## src/rtl/seven_seg_pkg.sv

```systemverilog
// Shared types, constants and glyph table for the seven-segment display path.
package seven_seg_pkg;

  typedef enum logic [1:0] {IDLE, CONVERT, COMMIT} ctrl_state_t;
  typedef enum logic [1:0] {DIG_UNITS, DIG_TENS, DIG_SIGN} digit_sel_t;

  localparam logic [6:0] SEG_BLANK = 7'h7F;
  localparam logic [6:0] SEG_MINUS = 7'h3F;
  localparam int         VAL_MAX   = 99;

  // Active-low {g,f,e,d,c,b,a}; anything outside 0-9 shows as blank.
  function automatic logic [6:0] digit_to_seg(input logic [3:0] digit);
    case (digit)
      4'd0:    return 7'b1000000;
      4'd1:    return 7'b1111001;
      4'd2:    return 7'b0100100;
      4'd3:    return 7'b0110000;
      4'd4:    return 7'b0011001;
      4'd5:    return 7'b0010010;
      4'd6:    return 7'b0000010;
      4'd7:    return 7'b1111000;
      4'd8:    return 7'b0000000;
      4'd9:    return 7'b0010000;
      default: return SEG_BLANK;
    endcase
  endfunction

endpackage

```

## src/rtl/seven_seg_digit_decode.sv

```systemverilog
// Combinational BCD digit to active-low segment pattern.
module seven_seg_digit_decode
  import seven_seg_pkg::*;
(
  input  logic [3:0] i_digit,
  output logic [6:0] o_seg_n
);

  assign o_seg_n = digit_to_seg(i_digit);

endmodule

```

## src/rtl/seven_seg_scan_ctrl.sv

```systemverilog
// Accepts signed samples, converts them to sign/tens/units and scans the
// three common-anode digits over one shared segment bus.
module seven_seg_scan_ctrl
  import seven_seg_pkg::*;
#(
  parameter int REFRESH_DIV = 50000,
  parameter bit BLANK_LZ    = 1'b1
) (
  input  logic       i_clk,
  input  logic       i_rst,
  input  logic [7:0] i_data_in,
  input  logic       i_data_valid,
  output logic       o_data_ready,
  output logic [6:0] o_seg_n,
  output logic [2:0] o_an_n
);

  localparam int                CNT_W    = $clog2(REFRESH_DIV);
  localparam logic [CNT_W-1:0]  CNT_LAST = CNT_W'(REFRESH_DIV - 1);
  localparam logic signed [7:0] CLAMP_HI = 8'(VAL_MAX);
  localparam logic signed [7:0] CLAMP_LO = -CLAMP_HI;

  ctrl_state_t r_state, w_nextState;
  logic        r_neg, w_nextNeg;
  logic [6:0]  r_rem, w_nextRem;
  logic [3:0]  r_tensAcc, w_nextTensAcc;
  logic        w_commit;

  logic        r_dispNeg;
  logic [3:0]  r_dispTens, r_dispUnits;

  logic signed [7:0] w_sample, w_clamped;
  logic [6:0]        w_absRem;

  logic [CNT_W-1:0] r_scanCnt;
  digit_sel_t       r_digitIdx, w_nextIdx;
  logic             w_wrap;
  logic [3:0]       w_decDigit;
  logic [6:0]       w_decSeg, w_nextSeg;
  logic [2:0]       w_nextAn;

  assign w_sample = i_data_in;

  // Negate only after clamping so -128 never has to be represented as +128.
  always_comb begin
    if (w_sample > CLAMP_HI)
      w_clamped = CLAMP_HI;
    else if (w_sample < CLAMP_LO)
      w_clamped = CLAMP_LO;
    else
      w_clamped = w_sample;
    w_absRem = w_clamped[7] ? 7'(-w_clamped) : 7'(w_clamped);
  end

  assign o_data_ready = (r_state == IDLE);

  always_comb begin
    w_nextState   = r_state;
    w_nextNeg     = r_neg;
    w_nextRem     = r_rem;
    w_nextTensAcc = r_tensAcc;
    w_commit      = 1'b0;
    case (r_state)
      IDLE: begin
        if (i_data_valid) begin
          w_nextState   = CONVERT;
          w_nextNeg     = w_clamped[7];
          w_nextRem     = w_absRem;
          w_nextTensAcc = 4'd0;
        end
      end
      CONVERT: begin
        if (r_rem >= 7'd10) begin
          w_nextRem     = r_rem - 7'd10;
          w_nextTensAcc = r_tensAcc + 4'd1;
        end else begin
          w_nextState = COMMIT;
        end
      end
      COMMIT: begin
        w_commit    = 1'b1;
        w_nextState = IDLE;
      end
      default: w_nextState = IDLE;
    endcase
  end

  always_ff @(posedge i_clk or posedge i_rst) begin
    if (i_rst) begin
      r_state   <= IDLE;
      r_neg     <= 1'b0;
      r_rem     <= '0;
      r_tensAcc <= '0;
    end else begin
      r_state   <= w_nextState;
      r_neg     <= w_nextNeg;
      r_rem     <= w_nextRem;
      r_tensAcc <= w_nextTensAcc;
    end
  end

  always_ff @(posedge i_clk or posedge i_rst) begin
    if (i_rst) begin
      r_dispNeg   <= 1'b0;
      r_dispTens  <= '0;
      r_dispUnits <= '0;
    end else if (w_commit) begin
      r_dispNeg   <= r_neg;
      r_dispTens  <= r_tensAcc;
      r_dispUnits <= r_rem[3:0];
    end
  end

  assign w_wrap = (r_scanCnt == CNT_LAST);

  always_comb begin
    w_nextIdx = r_digitIdx;
    if (w_wrap) begin
      case (r_digitIdx)
        DIG_UNITS: w_nextIdx = DIG_TENS;
        DIG_TENS:  w_nextIdx = DIG_SIGN;
        default:   w_nextIdx = DIG_UNITS;
      endcase
    end
  end

  // Patterns are built for the slot being entered so an_n and seg_n always move together.
  always_comb begin
    w_decDigit = r_dispUnits;
    w_nextAn   = 3'b110;
    case (w_nextIdx)
      DIG_TENS: begin
        w_decDigit = (BLANK_LZ && r_dispTens == 4'd0) ? 4'hF : r_dispTens;
        w_nextAn   = 3'b101;
      end
      DIG_SIGN: w_nextAn = 3'b011;
      default:  w_nextAn = 3'b110;
    endcase
  end

  seven_seg_digit_decode u_decode (
    .i_digit (w_decDigit),
    .o_seg_n (w_decSeg)
  );

  assign w_nextSeg = (w_nextIdx == DIG_SIGN) ? (r_dispNeg ? SEG_MINUS : SEG_BLANK) : w_decSeg;

  always_ff @(posedge i_clk or posedge i_rst) begin
    if (i_rst) begin
      r_scanCnt  <= '0;
      r_digitIdx <= DIG_UNITS;
      o_an_n     <= 3'b110;
      o_seg_n    <= 7'b1000000;
    end else begin
      r_scanCnt  <= w_wrap ? '0 : r_scanCnt + 1'b1;
      r_digitIdx <= w_nextIdx;
      o_an_n     <= w_nextAn;
      o_seg_n    <= w_nextSeg;
    end
  end

endmodule

```

## config.mk

```make
export PLATFORM = sky130hd
export DESIGN_NAME = seven_seg_scan_ctrl
export DESIGN_NICKNAME = d
export VERILOG_FILES = /design/src/rtl/seven_seg_pkg.sv /design/src/rtl/seven_seg_digit_decode.sv /design/src/rtl/seven_seg_scan_ctrl.sv
export SDC_FILE = /design/constraint.sdc
export NUM_CORES = 1
export LEC_CHECK = 0
export CAP_MARGIN = 40
export CORE_MARGIN = 8
export CORE_UTILIZATION = 63
export DETAILED_ROUTE_END_ITERATION = 8
export GPL_TIMING_DRIVEN = 0
export PLACE_DENSITY_LB_ADDON = 0.12
export SLEW_MARGIN = 10
export SYNTH_ARGS = -nofsm -noshare
export SYNTH_HDL_FRONTEND = slang
export SYNTH_HIERARCHICAL = 1
export SYNTH_SLANG_ARGS = --single-unit
```

## constraint.sdc

```tcl
create_clock -name i_clk -period 5.34 [get_ports i_clk]
set_input_delay 1.068 -clock i_clk [delete_from_list [all_inputs] [get_ports i_clk]]
set_output_delay 1.068 -clock i_clk [all_outputs]
set_load 0.03 [all_outputs]
```

Word level (Yosys, flattened, before mapping)
Memories as Yosys holds them, arrays and structs flattened.
Index checks and enable logic that the tools add are counted.

word-level totals
  flip-flop bits (word level) = 51
  memories kept = 1
  logic and storage cells = 56
  output and inout bits = 11
  memory bits (read-only) = 112
  bits of input ports = 11

cells by class
  reductions and logical operators = 7
  multiplexer cells = 21
  order comparisons = 3
  equality and inequality tests = 9
  add/subtract/negate cells = 4

memories
  memory            depth  width  rd ports  clocked after Yosys merged registers in  write ports  RTL line             source
  (name not given)  16     7      1         0                                        0            seven_seg_pkg.sv:13  case (digit)

operators with widths
  operator                 number
  $mux W7                  5
  $add A16 B1 Y16 const B  1
  $eq A16 B16 Y1 const B   1
  $mux W16                 1
  $mux W4                  4
  $mux W8                  2
  $pmux W7 S2              1
  $gt A8 B8 Y1 const B     1
  $lt A8 B8 Y1 const B     1
  $pmux W2 S2              2
  $pmux W4 S2              1
  $ge A7 B4 Y1 const B     1
  $neg A7 Y7               1
  $sub A7 B4 Y7 const B    1
  $eq A2 B1 Y1 const B     3
  $mux W2                  3
  $ne A2 B2 Y1 const B     3
  $pmux W3 S2              1
  $add A4 B1 Y4 const B    1
  $eq A2 B2 Y1 const B     2
  $logic_not A2 Y1         2
  $logic_not A4 Y1         1
  $reduce_and A2 Y1        2
  $reduce_and A3 Y1        1
  2 further kinds          2

Logic depth before layout (Yosys ltp)
  word-level depth = 7
  depth in mapped cells = 16
  gate-level depth less buffers = 15

Hierarchy
The synthesis kept the hierarchy.

by module, submodules not included
  module                  seq. area each (µm²)  cells an instance  instances  area an instance (µm²)
  seven_seg_scan_ctrl     1,280.0               259                1          2,643.8
  seven_seg_digit_decode  0.0                   31                 1          200.2

Worst setup path after synthesis
Ideal clock, no wire load.

  path type = reg-to-reg
  start point = reg r_scanCnt[10]
  end point = reg o_seg_n[3]
  setup time = 0.127 ns
  setup slack = 1.860 ns
  clock period less this slack = 3.480 ns
  data required time = 5.213 ns
  arrival time = 3.353 ns
  stages on the path, launching flop included = 16
  path buffers = 1
  cells stage by stage = dfrtp_1 > or4_4 > nor4_4 > buf_6 > mux2i_1 > inv_1 > ha_1 > inv_1 > nor3_1 > nor2_1 > inv_1 > ha_1 > or2_1 > a21oi_1 > nor2_1 > or2_2

between the ends
  cells in the longest elaborated chain, start to end = 6
  elaborated cells on any way between the ends = 7
  those cells by class = eq/ne: 3; mux: 3; memory: 1

ends and longest elaborated chain
  element                 RTL line                    source
  start, declared         seven_seg_scan_ctrl.sv:35   logic [CNT_W-1:0] r_scanCnt;
  start signal, assigned  seven_seg_scan_ctrl.sv:155  r_scanCnt <= w_wrap ? '0 : r_scanCnt + 1'b1;
  $eq A16 B16 Y1          seven_seg_scan_ctrl.sv:114  assign w_wrap = (r_scanCnt == CNT_LAST);
  $mux W2                 seven_seg_scan_ctrl.sv:118  if (w_wrap) begin
  via w_nextIdx[0]        seven_seg_scan_ctrl.sv:36   digit_sel_t r_digitIdx, w_nextIdx;
  $eq A2 B1 Y1            seven_seg_scan_ctrl.sv:131  case (w_nextIdx)
  $mux W4                 seven_seg_scan_ctrl.sv:131
  via w_decDigit[1]       seven_seg_scan_ctrl.sv:38   logic [3:0] w_decDigit;
  $mem_v2 Z16 W7          -
  via w_decSeg[3]         seven_seg_scan_ctrl.sv:39   logic [6:0] w_decSeg, w_nextSeg;
  $mux W7                 seven_seg_scan_ctrl.sv:146  assign w_nextSeg = (w_nextIdx == DIG_SIGN) ? (r_dispNeg ? SEG_MINUS : SEG_BLANK) : w_decSeg;
  via w_nextSeg[3]        seven_seg_scan_ctrl.sv:39
  end signal, assigned    seven_seg_scan_ctrl.sv:158  o_seg_n <= w_nextSeg;
  end, declared           seven_seg_scan_ctrl.sv:14   output logic [6:0] o_seg_n,

The timed path passes the listed nets, and every way through them passes these cells.
A chain may end at the register's enable or synchronous reset.

Worst setup path after layout
  start point = in i_data_in[1]
  end point = reg r_rem[4]

between the ends
  cells in the longest elaborated chain, start to end = 7
  elaborated cells on any way between the ends = 8
  those cells by class = add/sub: 1; order compare: 2; mux: 5

ends and longest elaborated chain
  element               RTL line                   source
  start, declared       seven_seg_scan_ctrl.sv:11  input logic [7:0] i_data_in,
  $lt A8 B8 Y1          seven_seg_scan_ctrl.sv:48  else if (w_sample < CLAMP_LO)
  $mux W8               seven_seg_scan_ctrl.sv:48
  $mux W8 (*)           seven_seg_scan_ctrl.sv:46  if (w_sample > CLAMP_HI)
  $neg A7 Y7            seven_seg_scan_ctrl.sv:52  w_absRem = w_clamped[7] ? 7'(-w_clamped) : 7'(w_clamped);
  $mux W7 (*)           seven_seg_scan_ctrl.sv:52
  $mux W7 (*)           seven_seg_scan_ctrl.sv:65  if (i_data_valid) begin
  $pmux W7 S2 (*)       seven_seg_scan_ctrl.sv:63  case (r_state)
  end signal, assigned  seven_seg_scan_ctrl.sv:97  r_rem <= w_nextRem;
  end, declared         seven_seg_scan_ctrl.sv:25  logic [6:0] r_rem, w_nextRem;

Mark *: on every way between the ends. The rest lies on a longest branch, timed or not. The select of a mux whose other input is x is not followed.

==> metrics.cfg <==
[status]
outcome=finished clean

[timing]
slew_headroom=0.560
setup_tns_ns=0
hold_violations=0
setup_viol=0
tightest_slew_ns=0.659
fin_crit_sh=0.765
slew_violations=0
rsz0062_at_grt=false
fin_skew_ns=0.00558
fin_crit_ns=4.09
timing.fmax_ghz=0.245

[detailed_routing]
dr.pass1.iters=4
ant_nets=0
wire_per_inst_um=15.2
first_iter_violations=97
routed-via-count=2173
vias_per_cell=5.84
drt_wl_total_um=5640
drc=0

[global_routing]
antenna_found_initial=0
grt_pass1_vias=2185
overflow=0
grt_pass1_wl_um=9850
grt_util_all_layers=0.166
grt_max_degree=36

[die]
fp.coreArea_um2=4350
die_x_um=83.2
die_h_um=83.2
ios=22
start_util=0.653
die_area_um2=6920
rows=24

[clocking]
htree_levels=2
cts_hold_buffers=0
post_cts_buffers=0
path_clk_slew_ns=0.09
cts_made_buffers=5
clock_sinks=51
clock_path_buffers=2
cts_tree=built
cts-root-buf=clkbuf_8
clk_latency_ns=0.30
post_cts_resized=0

[final_layout]
fin_cells=372
area_delta_synth_final_pct=15.0
drive_gt1_frac=0.106
finalNetCount=343
antenna_cells=0

[pwr]
peakVddDrop_mv=0.320
p_leak_nw=1.47
powerDensity_nw_per_um2=477

[worst_setup_path]
start_kind=input pin
cp-end-kind=flop
r2r_slack_ns=1.42
path_max_fanout=10
path_class=in2reg
cp.required_ns=5.50
cp.arrival_ns=4.25

[synthesis]
synth_top_area_frac=0.422
synthTopCellsByArea=dfrtp_1, ha_1, nor2_1
synthArstFlopShare=1.00
yosysWarnings=6
syn_area_um2=2840
yosysSeqAreaShare=0.450
yosys.area.top_type=dfrtp_1
syn_avg_cell_area_um2=9.81
ys_seq_elements=51
syn_nets=314
synth_most_common_cell=dfrtp_1
ys_top_cells_by_count=dfrtp_1, nor2_1, nand2_1, inv_1, o21ai_0
ys_types=55
ys.flop_type=dfrtp_1
synth-edff-count=0
synthCells=290

[flow_run]
cap_violations=0

[placement]
io_buffers=21
dp.final_hpwl_um=4150
gp_congestion=0.895
dp.cells=364

[hold_path]
hold_class=reg2reg

## power by group
group	switching [mW]	internal (mW)	leakage [nW]
combinational	0.361	0.294	0.763
sequential	0.0994	0.496	0.646
clock	0.125	0.187	0.0654
## registers in the layout, summed over array words and instances, names as in the netlist
| name | count |
|---|---|
| o_an_n | 3 |
| r_state | 2 |
| r_dispTens | 4 |
| r_digitIdx | 2 |
| r_neg | 1 |
| r_rem | 7 |
| r_dispUnits | 4 |
| r_tensAcc | 4 |
| o_seg_n | 7 |
| r_scanCnt | 16 |
| r_dispNeg | 1 |
## stage by stage
| step | area (um^2) | setup slack, ns | utilization | power, mW | hold WS (ns) |
|---|---|---|---|---|---|
| final | 3270 | 1.25 | 0.751 | 1.56 | 0.451 |
| after global routing | 3270 | 1.02 | 0.751 | 1.67 | 0.455 |
| after CTS | 3270 | 1.28 | 0.751 | 1.57 | 0.447 |
| after detailed placement | 3140 | 0.960 | 0.721 | 1.25 | 0.433 |
| after global placement | 3120 | 0.988 | 0.716 | 1.22 | 0.427 |
| after floorplan | 2840 | 1.86 | - | 1.07 | 0.386 |
## final cells by class
cell class / instances / area [um^2]
Inverter: 21 / 78.8
Buffer: 7 / 41.3
Sequential cell: 51 / 1280
Clock inverter: 2 / 60.1
Timing Repair Buffer: 22 / 230
Fill cell: 298 / 1080
Tap cell: 52 / 65.1
Clock buffer: 6 / 72.6
Multi-Input combinational cell: 211 / 1440
## worst max-delay path, stage by stage
cell	delay (ns)
clkdlybuf4s50_1	0.57
o2111ai_1	0.15
a31o_2	0.27
ha_1	0.31
clkbuf_1	0.22
nor3_1	0.40
ha_1	0.30
or3b_1	0.38
mux2_2	0.27
o22ai_1	0.19
o311ai_1	0.12
## layout by cell type, fill, tap and decap left out, drive strengths merged, types with 2 or more instances in the layout
cell type,synthesis,routed
mux2,8,8
xnor2,9,9
nor2,28,28
dfstp,3,3
nor2b,3,3
nand3b,3,3
or3b,2,2
nor3b,2,2
clkbuf,5,11
nor4,3,3
clkdlybuf4s50,0,21
bufinv,0,2
or4,2,2
or3,2,2
mux2i,7,7
nand2,22,22
o311ai,2,2
and3,2,2
a2111o,2,2
nand3,10,10
nand2b,6,6
ha,13,13
o21ai,15,15
buf,2,3
dfrtp,48,48
a21oi,11,11
nor3,15,15
xor2,4,4
inv,21,21
o31ai,2,2
nand4,10,10
or2,8,8
## layer usage
layer  vias up  track usage  share of wire
li1       1091            -              -
met1      1033        0.200           0.45
met2        38        0.277           0.50
met3        11       0.0439          0.037
met4         0       0.0607          0.016
met5         -            0              0
## final timing paths
check | startpoint | end | cells past startpoint
setup reg to reg | r_scanCnt[10] | o_seg_n[0] | 15
hold reg to reg | r_dispNeg | o_seg_n[6] | 1
setup / recovery | i_data_in[1] | r_rem[4] | 11
max in group asynchronous | i_rst | o_an_n[1] | 3
min in group asynchronous | i_rst | r_scanCnt[5] | 2
hold / removal | r_dispNeg | o_seg_n[6] | 1
## kinds of logic after synthesis
| group | Yosys count | synth area share |
|---|---|---|
| AO/OA/AOI/OAI | 45 | 0.112 |
| XOR/XNOR | 13 | 0.0400 |
| adder cells (fa/ha/maj) | 13 | 0.0572 |
| buffers and inverters | 28 | 0.0422 |
| flip-flops | 51 | 0.450 |
| multiplexers | 15 | 0.0563 |
| AND/OR/NAND/NOR | 125 | 0.242 |
No activity file was read; power rests on OpenSTA's default activity.
